`src/rtl/frodo_agu_pkg.sv`:
```
// rtl/frodo_agu_pkg.sv - shared types and constants for the Frodo MAC address-generation unit
//
// Contents:
//   ELEM_W      element width inside a packed memory word
//   TAG_LANE_W  width of the A-lane select carried with each beat
//   TAG_ADDR_W  width of the destination word address carried with each beat
//   state_t     sequencer state (IDLE, RUN, DRAIN)
//   tag_t       per-beat side information travelling alongside the read data
package frodo_agu_pkg;

    localparam int ELEM_W     = 16;
    localparam int TAG_LANE_W = 2;
    localparam int TAG_ADDR_W = 12;

    typedef enum logic [1:0] {
        IDLE  = 2'd0,
        RUN   = 2'd1,
        DRAIN = 2'd2
    } state_t;

    typedef struct packed {
        logic                  acc_init;
        logic                  acc_last;
        logic [TAG_LANE_W-1:0] a_lane;
        logic [TAG_ADDR_W-1:0] d_addr;
    } tag_t;

endpackage

```
`src/rtl/agu_tag_pipe.sv`:
```
// rtl/agu_tag_pipe.sv - fixed-depth valid+data delay line that never stalls
//
// Ports:
//   clk, rstn   clock, asynchronous active-low reset
//   in_valid    beat present at the input this cycle
//   in_data     side information for that beat (zeroed internally when invalid)
//   out_valid   beat emerging DEPTH cycles later
//   out_data    its side information (zero when out_valid=0)
//   any_valid   some stage still holds a beat; used to decide the pipe has drained
module agu_tag_pipe #(
    parameter int DEPTH = 1,
    parameter int WIDTH = 1
) (
    input  logic             clk,
    input  logic             rstn,
    input  logic             in_valid,
    input  logic [WIDTH-1:0] in_data,
    output logic             out_valid,
    output logic [WIDTH-1:0] out_data,
    output logic             any_valid
);

    logic [DEPTH-1:0]            valid_q, valid_d;
    logic [DEPTH-1:0][WIDTH-1:0] data_q, data_d;

    always_comb begin
        valid_d    = '0;
        data_d     = '0;
        valid_d[0] = in_valid;
        // Bubbles carry zero data so downstream flag outputs read 0 between beats.
        data_d[0]  = in_valid ? in_data : '0;
        for (int s = 1; s < DEPTH; s++) begin
            valid_d[s] = valid_q[s-1];
            data_d[s]  = data_q[s-1];
        end
    end

    always_ff @(posedge clk or negedge rstn) begin
        if (!rstn) begin
            valid_q <= '0;
            data_q  <= '0;
        end else begin
            valid_q <= valid_d;
            data_q  <= data_d;
        end
    end

    assign out_valid = valid_q[DEPTH-1];
    assign out_data  = data_q[DEPTH-1];
    assign any_valid = |valid_q;

endmodule

```
`src/rtl/frodo_mac_agu.sv`:
```
// rtl/frodo_mac_agu.sv - loop sequencer and address generator for D = A*B (+C) on packed words
//
// Ports:
//   clk, rstn                      clock, asynchronous active-low reset
//   start                          one-cycle pulse; latches config when idle
//   cfg_m, cfg_k, cfg_jw           rows of A, inner dimension, output word-columns
//   cfg_add_c                      seed accumulators from C (1) or zero (0)
//   base_a/b/c/d                   word base addresses of the four matrices
//   step_en                        issue permission; 0 inserts a bubble
//   rd_en_*, rd_addr_*             registered operand read strobes/addresses
//   a_lane, acc_init, acc_last     beat side information aligned with read data
//   mac_data                       packed MAC results, lane 0 in LSBs
//   wr_en, wr_addr, wr_data        registered result write
//   busy, done                     job running; one-cycle completion pulse
module frodo_mac_agu
    import frodo_agu_pkg::*;
#(
    parameter int LANES   = 4,
    parameter int ADDR_W  = 12,
    parameter int DIM_W   = 10,
    parameter int RD_LAT  = 1,
    parameter int MAC_LAT = 2
) (
    input  logic                      clk,
    input  logic                      rstn,
    input  logic                      start,
    input  logic [DIM_W-1:0]          cfg_m,
    input  logic [DIM_W-1:0]          cfg_k,
    input  logic [DIM_W-1:0]          cfg_jw,
    input  logic                      cfg_add_c,
    input  logic [ADDR_W-1:0]         base_a,
    input  logic [ADDR_W-1:0]         base_b,
    input  logic [ADDR_W-1:0]         base_c,
    input  logic [ADDR_W-1:0]         base_d,
    input  logic                      step_en,
    output logic                      rd_en_a,
    output logic                      rd_en_b,
    output logic                      rd_en_c,
    output logic [ADDR_W-1:0]         rd_addr_a,
    output logic [ADDR_W-1:0]         rd_addr_b,
    output logic [ADDR_W-1:0]         rd_addr_c,
    output logic [$clog2(LANES)-1:0]  a_lane,
    output logic                      acc_init,
    output logic                      acc_last,
    input  logic [LANES*ELEM_W-1:0]   mac_data,
    output logic                      wr_en,
    output logic [ADDR_W-1:0]         wr_addr,
    output logic [LANES*ELEM_W-1:0]   wr_data,
    output logic                      busy,
    output logic                      done
);

    localparam int LANE_W = $clog2(LANES);
    localparam int TAG_W  = $bits(tag_t);

    state_t                    state_q, state_d;
    logic                      busy_q, busy_d;
    logic                      done_q, done_d;

    logic [DIM_W-1:0]          m_q, m_d, k_q, k_d, jw_q, jw_d;
    logic                      add_c_q, add_c_d;
    logic [ADDR_W-1:0]         base_a_q, base_a_d, base_b_q, base_b_d;
    logic [ADDR_W-1:0]         base_c_q, base_c_d, base_d_q, base_d_d;

    logic [DIM_W-1:0]          k_idx_q, k_idx_d, jw_idx_q, jw_idx_d, i_idx_q, i_idx_d;
    logic [ADDR_W-1:0]         out_idx_q, out_idx_d;   // i*jw_cfg + jw
    logic [ADDR_W-1:0]         a_row_q, a_row_d;       // i*ceil(k_cfg/LANES)
    logic [ADDR_W-1:0]         b_off_q, b_off_d;       // k*jw_cfg + jw
    logic [ADDR_W-1:0]         b_col_q, b_col_d;       // jw

    logic                      rd_en_a_q, rd_en_a_d, rd_en_b_q, rd_en_b_d, rd_en_c_q, rd_en_c_d;
    logic [ADDR_W-1:0]         rd_addr_a_q, rd_addr_a_d, rd_addr_b_q, rd_addr_b_d;
    logic [ADDR_W-1:0]         rd_addr_c_q, rd_addr_c_d;
    tag_t                      tag_q, tag_d;

    logic                      wr_en_q, wr_en_d;
    logic [ADDR_W-1:0]         wr_addr_q, wr_addr_d;
    logic [LANES*ELEM_W-1:0]   wr_data_q, wr_data_d;

    // Effective config: the start cycle already issues the first beat, so it
    // must see the live inputs; afterwards the latched copy is used.
    logic                      idle;
    logic [DIM_W-1:0]          eff_m, eff_k, eff_jw;
    logic                      eff_add_c;
    logic [ADDR_W-1:0]         eff_base_a, eff_base_b, eff_base_c, eff_base_d;
    logic                      zero_dim, launch, issue;
    logic                      last_k, last_jw, last_i;
    logic [DIM_W:0]            k_round;
    logic [ADDR_W-1:0]         k_words;

    tag_t                      rd_tag;
    logic                      rd_valid, rd_any;
    logic                      mac_valid, mac_any;
    logic [ADDR_W-1:0]         mac_addr;

    always_comb begin
        idle       = (state_q == IDLE);
        eff_m      = idle ? cfg_m     : m_q;
        eff_k      = idle ? cfg_k     : k_q;
        eff_jw     = idle ? cfg_jw    : jw_q;
        eff_add_c  = idle ? cfg_add_c : add_c_q;
        eff_base_a = idle ? base_a    : base_a_q;
        eff_base_b = idle ? base_b    : base_b_q;
        eff_base_c = idle ? base_c    : base_c_q;
        eff_base_d = idle ? base_d    : base_d_q;

        zero_dim = (cfg_m == '0) || (cfg_k == '0) || (cfg_jw == '0);
        launch   = idle && start && !zero_dim;
        issue    = step_en && (launch || (state_q == RUN));

        last_k   = (k_idx_q  == eff_k  - DIM_W'(1));
        last_jw  = (jw_idx_q == eff_jw - DIM_W'(1));
        last_i   = (i_idx_q  == eff_m  - DIM_W'(1));

        // Words per row of A, rounded up.
        k_round  = {1'b0, eff_k} + (DIM_W+1)'(LANES - 1);
        k_words  = ADDR_W'(k_round >> LANE_W);

        state_d     = state_q;
        busy_d      = busy_q;
        done_d      = 1'b0;
        m_d         = m_q;
        k_d         = k_q;
        jw_d        = jw_q;
        add_c_d     = add_c_q;
        base_a_d    = base_a_q;
        base_b_d    = base_b_q;
        base_c_d    = base_c_q;
        base_d_d    = base_d_q;
        k_idx_d     = k_idx_q;
        jw_idx_d    = jw_idx_q;
        i_idx_d     = i_idx_q;
        out_idx_d   = out_idx_q;
        a_row_d     = a_row_q;
        b_off_d     = b_off_q;
        b_col_d     = b_col_q;
        rd_en_a_d   = 1'b0;
        rd_en_b_d   = 1'b0;
        rd_en_c_d   = 1'b0;
        rd_addr_a_d = rd_addr_a_q;
        rd_addr_b_d = rd_addr_b_q;
        rd_addr_c_d = rd_addr_c_q;
        tag_d       = '0;

        case (state_q)
            IDLE: begin
                if (start) begin
                    if (zero_dim) begin
                        done_d = 1'b1;
                    end else begin
                        state_d  = RUN;
                        busy_d   = 1'b1;
                        m_d      = cfg_m;
                        k_d      = cfg_k;
                        jw_d     = cfg_jw;
                        add_c_d  = cfg_add_c;
                        base_a_d = base_a;
                        base_b_d = base_b;
                        base_c_d = base_c;
                        base_d_d = base_d;
                    end
                end
            end
            RUN: begin
            end
            DRAIN: begin
                if (!rd_en_a_q && !rd_any && !mac_any) begin
                    state_d = IDLE;
                    busy_d  = 1'b0;
                    done_d  = 1'b1;
                end
            end
            default: begin
                state_d = IDLE;
                busy_d  = 1'b0;
            end
        endcase

        if (issue) begin
            rd_en_a_d   = 1'b1;
            rd_addr_a_d = eff_base_a + a_row_q + ADDR_W'(k_idx_q >> LANE_W);
            rd_en_b_d   = 1'b1;
            rd_addr_b_d = eff_base_b + b_off_q;
            if ((k_idx_q == '0) && eff_add_c) begin
                rd_en_c_d   = 1'b1;
                rd_addr_c_d = eff_base_c + out_idx_q;
            end
            tag_d.acc_init = (k_idx_q == '0);
            tag_d.acc_last = last_k;
            tag_d.a_lane   = k_idx_q[LANE_W-1:0];
            tag_d.d_addr   = eff_base_d + out_idx_q;

            // Advance k, then jw, then i; everything returns to zero after the
            // final beat so the next start sees clean counters.
            if (!last_k) begin
                k_idx_d = k_idx_q + DIM_W'(1);
                b_off_d = b_off_q + ADDR_W'(eff_jw);
            end else begin
                k_idx_d   = '0;
                out_idx_d = out_idx_q + ADDR_W'(1);
                if (!last_jw) begin
                    jw_idx_d = jw_idx_q + DIM_W'(1);
                    b_col_d  = b_col_q + ADDR_W'(1);
                    b_off_d  = b_col_q + ADDR_W'(1);
                end else begin
                    jw_idx_d = '0;
                    b_col_d  = '0;
                    b_off_d  = '0;
                    if (!last_i) begin
                        i_idx_d = i_idx_q + DIM_W'(1);
                        a_row_d = a_row_q + k_words;
                    end else begin
                        i_idx_d   = '0;
                        a_row_d   = '0;
                        out_idx_d = '0;
                        state_d   = DRAIN;
                    end
                end
            end
        end

        wr_en_d   = mac_valid;
        wr_addr_d = mac_valid ? mac_addr : wr_addr_q;
        wr_data_d = mac_valid ? mac_data : wr_data_q;
    end

    always_ff @(posedge clk or negedge rstn) begin
        if (!rstn) begin
            state_q     <= IDLE;
            busy_q      <= 1'b0;
            done_q      <= 1'b0;
            m_q         <= '0;
            k_q         <= '0;
            jw_q        <= '0;
            add_c_q     <= 1'b0;
            base_a_q    <= '0;
            base_b_q    <= '0;
            base_c_q    <= '0;
            base_d_q    <= '0;
            k_idx_q     <= '0;
            jw_idx_q    <= '0;
            i_idx_q     <= '0;
            out_idx_q   <= '0;
            a_row_q     <= '0;
            b_off_q     <= '0;
            b_col_q     <= '0;
            rd_en_a_q   <= 1'b0;
            rd_en_b_q   <= 1'b0;
            rd_en_c_q   <= 1'b0;
            rd_addr_a_q <= '0;
            rd_addr_b_q <= '0;
            rd_addr_c_q <= '0;
            tag_q       <= '0;
            wr_en_q     <= 1'b0;
            wr_addr_q   <= '0;
            wr_data_q   <= '0;
        end else begin
            state_q     <= state_d;
            busy_q      <= busy_d;
            done_q      <= done_d;
            m_q         <= m_d;
            k_q         <= k_d;
            jw_q        <= jw_d;
            add_c_q     <= add_c_d;
            base_a_q    <= base_a_d;
            base_b_q    <= base_b_d;
            base_c_q    <= base_c_d;
            base_d_q    <= base_d_d;
            k_idx_q     <= k_idx_d;
            jw_idx_q    <= jw_idx_d;
            i_idx_q     <= i_idx_d;
            out_idx_q   <= out_idx_d;
            a_row_q     <= a_row_d;
            b_off_q     <= b_off_d;
            b_col_q     <= b_col_d;
            rd_en_a_q   <= rd_en_a_d;
            rd_en_b_q   <= rd_en_b_d;
            rd_en_c_q   <= rd_en_c_d;
            rd_addr_a_q <= rd_addr_a_d;
            rd_addr_b_q <= rd_addr_b_d;
            rd_addr_c_q <= rd_addr_c_d;
            tag_q       <= tag_d;
            wr_en_q     <= wr_en_d;
            wr_addr_q   <= wr_addr_d;
            wr_data_q   <= wr_data_d;
        end
    end

    // Memory read latency: tags line up with the returning operand words.
    agu_tag_pipe #(
        .DEPTH (RD_LAT),
        .WIDTH (TAG_W)
    ) u_rd_pipe (
        .clk       (clk),
        .rstn      (rstn),
        .in_valid  (rd_en_a_q),
        .in_data   (tag_q),
        .out_valid (rd_valid),
        .out_data  (rd_tag),
        .any_valid (rd_any)
    );

    // MAC latency: only the last-k beat of an output needs to reach the write port.
    agu_tag_pipe #(
        .DEPTH (MAC_LAT),
        .WIDTH (ADDR_W)
    ) u_mac_pipe (
        .clk       (clk),
        .rstn      (rstn),
        .in_valid  (rd_valid && rd_tag.acc_last),
        .in_data   (rd_tag.d_addr),
        .out_valid (mac_valid),
        .out_data  (mac_addr),
        .any_valid (mac_any)
    );

    assign rd_en_a   = rd_en_a_q;
    assign rd_en_b   = rd_en_b_q;
    assign rd_en_c   = rd_en_c_q;
    assign rd_addr_a = rd_addr_a_q;
    assign rd_addr_b = rd_addr_b_q;
    assign rd_addr_c = rd_addr_c_q;
    assign a_lane    = rd_tag.a_lane;
    assign acc_init  = rd_tag.acc_init;
    assign acc_last  = rd_tag.acc_last;
    assign wr_en     = wr_en_q;
    assign wr_addr   = wr_addr_q;
    assign wr_data   = wr_data_q;
    assign busy      = busy_q;
    assign done      = done_q;

endmodule

```
`config.mk`:
```
export PLATFORM = sky130hd
export DESIGN_NAME = frodo_mac_agu
export DESIGN_NICKNAME = d
export VERILOG_FILES = /design/src/rtl/frodo_agu_pkg.sv /design/src/rtl/agu_tag_pipe.sv /design/src/rtl/frodo_mac_agu.sv
export SDC_FILE = /design/constraint.sdc
export NUM_CORES = 1
export LEC_CHECK = 0
export CAP_MARGIN = 25
export CELL_PAD_IN_SITES_DETAIL_PLACEMENT = 0
export CELL_PAD_IN_SITES_GLOBAL_PLACEMENT = 1
export CORE_MARGIN = 1.5
export CORE_UTILIZATION = 30
export CTS_CLUSTER_DIAMETER = 200
export CTS_CLUSTER_SIZE = 10
export DETAILED_ROUTE_END_ITERATION = 10
export GPL_TIMING_DRIVEN = 1
export PLACE_DENSITY_LB_ADDON = 0.1
export SYNTH_ARGS = -nofsm -noshare
export SYNTH_HDL_FRONTEND = slang
export SYNTH_SLANG_ARGS = --single-unit
```
`constraint.sdc`:
```
create_clock -name clk -period 5.6 [get_ports clk]
set_clock_uncertainty 0.1 [all_clocks]
set_input_delay 0.56 -clock clk [delete_from_list [all_inputs] [get_ports clk]]
set_output_delay 0.56 -clock clk [all_outputs]
set_load 0.03 [all_outputs]
```
Yosys cells after proc, flatten, opt, wreduce, memory -nomap -nowiden
Index checks and enable logic that the tools add are counted.
Storage, ports and cells
  register bits: 335
  input bits: 147
  output and inout port bits: 122
  logic and storage cells: 124
Operators by class
  add/sub/neg operators: 16
  equal/unequal tests: 8
  multiplexer cells: 38
  bitwise operators: 2
  reductions and logical operators: 25
Operators with widths (count)
  $mux 12: 10
  $mux 10: 6
  $add 12x12->12: 4
  $logic_not 10->1: 4
  $mux 16: 2
  $add 10x1->10 const B: 3
  $eq 10x10->1: 3
  $sub 10x1->10 const B: 3
  $add 12x1->12 const B: 2
  $mux 2: 7
  $add 12x10->12: 1
  $add 12x8->12: 1
  $add 12x9->12: 1
  $add 10x2->11 const B: 1
  $mux 1: 10
  $logic_and 1x1->1: 7
  $ne 2x2->1 const B: 3
  $pmux 2 s3: 1
  $reduce_and 3->1: 2
  $logic_not 1->1: 4
  $reduce_and 2->1: 2
  $reduce_and 4->1: 1
  $logic_or 1x1->1: 3
  $pmux 1 s3: 1
  6 further kinds: 7

Depth between registers and ports, before layout
  depth in word-level cells: 10
  depth in mapped cells: 22
  gate-level depth less buffers: 17

By module
Synthesis repeated with hierarchy kept, for this count alone.
Second synthesis, totals
  cells, all modules: 1759
  area, all modules: 18251.3 um2
Modules (own cells, without submodules)
  frodo_mac_agu: times used 1, cells each 1684, area an instance 16938.7 um2, sequential area each 7307.0 um2
  agu_tag_pipe (u_mac_pipe): times used 1, cells each 40, area an instance 753.2 um2, sequential area each 650.6 um2
  agu_tag_pipe (u_rd_pipe): times used 1, cells each 35, area an instance 559.3 um2, sequential area each 425.4 um2

Least setup slack after synthesis
OpenSTA, ideal clock, no wires.
  path type: flip-flop to flip-flop
  start: reg state_q[1]
  end: reg rd_addr_a_q[10], in the netlist rd_addr_a[10]
  setup time: 133 ps
  arrival time: 4165 ps
  data required time: 5367 ps
  path slack: 1202 ps
  cell stages (with the launch flop): 21
  path buffers: 6
  period minus slack after synthesis: 4398 ps
  cell sequence: dfrtp_1 > or2_1 > buf_2 > buf_2 > buf_2 > buf_2 > clkbuf_1 > clkbuf_1 > nand2_1 > nand2_1 > fa_1 > ha_1 > a21o_1 > a21oi_1 > o21bai_1 > a21oi_1 > o21ai_0 > a21o_1 > a21oi_1 > xor2_1 > o21ai_0
On the way
  longest elaborated chain between the ends: 5
  elaborated cells on any way between the ends: 9
  classes of those cells: 2 x add/sub; 1 x eq/ne; 1 x mux; 5 x reduce/logical
RTL lines
  from (decl): RTL line frodo_mac_agu.sv:56  | state_t state_q, state_d;
  from (signal assigned): RTL line frodo_mac_agu.sv:258  | state_q <= state_d;
  branches (longest 5 deep; another with $add 12x12->12)
  to (signal assigned): RTL line frodo_mac_agu.sv:279  | rd_addr_a_q <= rd_addr_a_d;
  to (decl): RTL line frodo_mac_agu.sv:72  | logic [ADDR_W-1:0] rd_addr_a_q, rd_addr_a_d, rd_addr_b_q, rd_addr_b_d;
Parallel ways; which one is timed is not known.
A chain may end at the register's enable or synchronous reset.

Final worst setup path
  start: reg state_q[1]
  end: reg a_row_q[11]
On the way
  longest elaborated chain between the ends: 6
  elaborated cells on any way between the ends: 19
  classes of those cells: 5 x add/sub; 4 x eq/ne; 4 x mux; 6 x reduce/logical
RTL lines
  branches (longest 6 deep; another with $add 12x9->12)
  to (signal assigned): RTL line frodo_mac_agu.sv:273  | a_row_q <= a_row_d;
  to (decl): RTL line frodo_mac_agu.sv:67  | logic [ADDR_W-1:0] a_row_q, a_row_d;
Parallel ways; which one is timed is not known.

==> impl_metrics.toml <==
[timing]
slew_viol_final = 0
worst_pin_slew_ns = 1.01
fmax_ghz = 0.209
min_period_ns = 4.78
rsz0062_at_grt = "false"
period_share = 0.854
slew_headroom = 0.328
setup_viol = 0
report.final.hold_viol_count = 0
tns_ns = 0

[power]
p_sw_mw = 2.13
switching_share = 0.317
pwr-share-seq = 0.423
power_density_nw_per_um2 = 301
clock_power_share = 0.345
internal-power_mw = 4.59
p_leak_nw = 10.4
ir_drop_uv = 225
combinationalPowerShare = 0.232

[layout]
nets = 2179
fill_cells = 5677
multiInputGateArea_um2 = 8800
stdcell_count = 2712
drive_above_1_share = 0.135
syn2layout_area_growth_pct = 26.5
largest_reg_flops = 64
register_area_um2 = 8380

[logic_synthesis]
synth_commonest_cells = "335 x dfrtp_1, 252 x nand2_1, 172 x mux2_2"
yosysWarnings = 0
synthArstFlopShare = 1.00
syn_inst = 1679
synth_most_common_cell = "dfrtp_1"
ys_ff_latch = 335
synth_edf_count = 0
ys_seq_area_frac = 0.476
avgSynthCellArea_um2 = 10.5
syn_nets = 1916
synth_top_area_cell = "dfrtp_1"
netlist_area_um2 = 17600
yosysUniqueCellTypes = 68
ys.flop_type = "dfrtp_1"
synth_top_cell_area_share = 0.476
synth.area.top_cells = "dfrtp_1 48%, mux2_2 11%, ha_1 5.4%"

[routing]
ant_nets = 0
routed_wl_um = 51400
vias_per_cell = 4.82
drc = 0
drtPass1Iterations = 4
via_count = 13100
wl_per_cell_um = 18.9
drt_iter0_drc = 584

[critical_path]
crit_arrival_ns = 5.12
critPathMaxFanout = 13
worst_ep_required_time_ns = 5.94
end_kind = "register"
cp-startpoint = "state_q[1]$_DFF_PN0_"
critPathLaunchType = "register"
critPathKind = "register to register"
r2r-start = "state_q[1]$_DFF_PN0_"

[cts]
cts.htree.levels = 2
path_clk_slew_ns = 0.06
postCtsHoldBufs = 1
cts_setup_buffers = 0
ctsResizeCount = 0
cts_num_sinks = 335
clk_latency_ns = 0.58
cts_tree = "built"
cts_buffer_depth = 3
cts-root-buf = "clkbuf_16"
cts_inserted_buffers = 39

[worst_hold_path]
min_from = "u_mac_pipe.data_d[14]$_DFF_PN0_"
hp-class = "register to register"

[die]
core_area_um2 = 57900
die_w_um = 245
die_h_um = 245
start_util = 0.304
row_count = 88
pin_count = 269
dieArea_um2 = 60200

[grt]
grt_pass1_wl_um = 79500
grt_usage = 0.170
antenna_found_initial = 4
grt_pass1_vias = 13200
grt_max_degree = 114
grt-ovfl-total = 0

[placement]
place_inst = 2665
portBuffers = 268
routabilityCongestion = 0.805
hpwl_um = 36900

[run]
max_cap_violations = 0

[status]
status = "completed"
## layout by cell type, fill, tap and decap left out, types with 34 or more instances in the layout
master and n:
dfrtp_1 334, and3_1 34, xnor2_1 64, nand3_1 40
xor2_1 51, clkdlybuf4s50_1 267, nor2_1 77, mux2_2 172
nand2_1 251, o21ai_0 100, a21oi_1 50, inv_1 44
ha_1 76, clkbuf_16 39
## power groups by stage
stage	registers [mW]	logic (mW)	clock network (mW)
finish	2.84	1.56	2.32
global route	2.87	1.73	2.52
CTS	2.85	1.58	2.42
detailed placement	2.89	1.57	0
global placement	2.88	1.56	0
floorplan	2.97	0.820	0
## critical path: stages (launching register included)
cell	delay, ns
dfrtp_1	0.54
buf_4	0.26
or3b_2	0.50
a221oi_1	0.33
buf_4	0.21
nand2_1	0.08
or2_2	0.32
nor2_1	0.21
nand2_1	0.11
or2_2	0.34
xor2_1	0.17
ha_1	0.37
nor2_1	0.05
nor2_1	0.10
o41ai_1	0.11
o21ai_0	0.33
nand3_1	0.15
and2_1	0.18
o21ai_1	0.11
o31ai_1	0.08
## through the flow
| stage | worst slack [ns] | area [um2] | hold WS [ns] | utilization | power (mW) |
|---|---|---|---|---|---|
| 6_report | 0.818 | 22300 | 0.245 | 0.385 | 6.72 |
| 5_1_grt | 0.443 | 22300 | 0.244 | 0.385 | 7.13 |
| 4_1_cts | 0.801 | 22300 | 0.246 | 0.385 | 6.85 |
| 2_1_floorplan | 1.20 | 17600 | 0.164 | - | 3.79 |
| 3_3_place_gp | 0.570 | 21200 | 0.236 | 0.366 | 4.44 |
| 3_5_place_dp | 0.588 | 21200 | 0.237 | 0.366 | 4.45 |
## layer usage
layer | vias to the layer above | track usage | part of all wire
met2 | 298 | 0.270 | 0.45
met3 | 59 | 0.0361 | 0.055
met4 | 4 | 0.0375 | 0.017
li1 | 6369 | - | -
met1 | 6350 | 0.237 | 0.48
met5 | - | 0 | 0.00051
## final timing paths
check	to	slack [ns]	cells after the start
max	a_row_q[11]$_DFFE_PN0P_	0.82	19
min	u_mac_pipe.out_data[2]$_DFF_PN0_	0.24	0
max reg2reg	a_row_q[11]$_DFFE_PN0P_	0.82	19
min reg2reg	u_mac_pipe.out_data[2]$_DFF_PN0_	0.24	0
max in group asynchronous	rd_addr_c[0]$_DFFE_PN0P_	3.66	3
min in group asynchronous	wr_data[23]$_DFFE_PN0P_	0.51	2
## final cells by class
cell class | count | area share
Timing Repair Buffer | 295 | 0.131
Inverter | 46 | 0.00774
Tap cell | 765 | 0.0429
Antenna cell | 2 | 0.000224
Sequential cell | 335 | 0.376
Clock inverter | 4 | 0.00393
Multi-Input combinational cell | 1225 | 0.394
Clock buffer | 40 | 0.0439
## cell families (layout without fill, tap and decap cells)
logic type / after synthesis / count (layout) / synth area share
fa+ha+maj: 90 / 90 / 0.0699
buf+inv: 119 / 385 / 0.0267
compound gates: 271 / 271 / 0.0951
mux: 201 / 201 / 0.128
xor+xnor: 118 / 118 / 0.0611
flops: 335 / 335 / 0.476
other cells: 0 / 2 / 0
simple gates: 545 / 545 / 0.144
No activity file was read; power rests on OpenSTA's default activity.
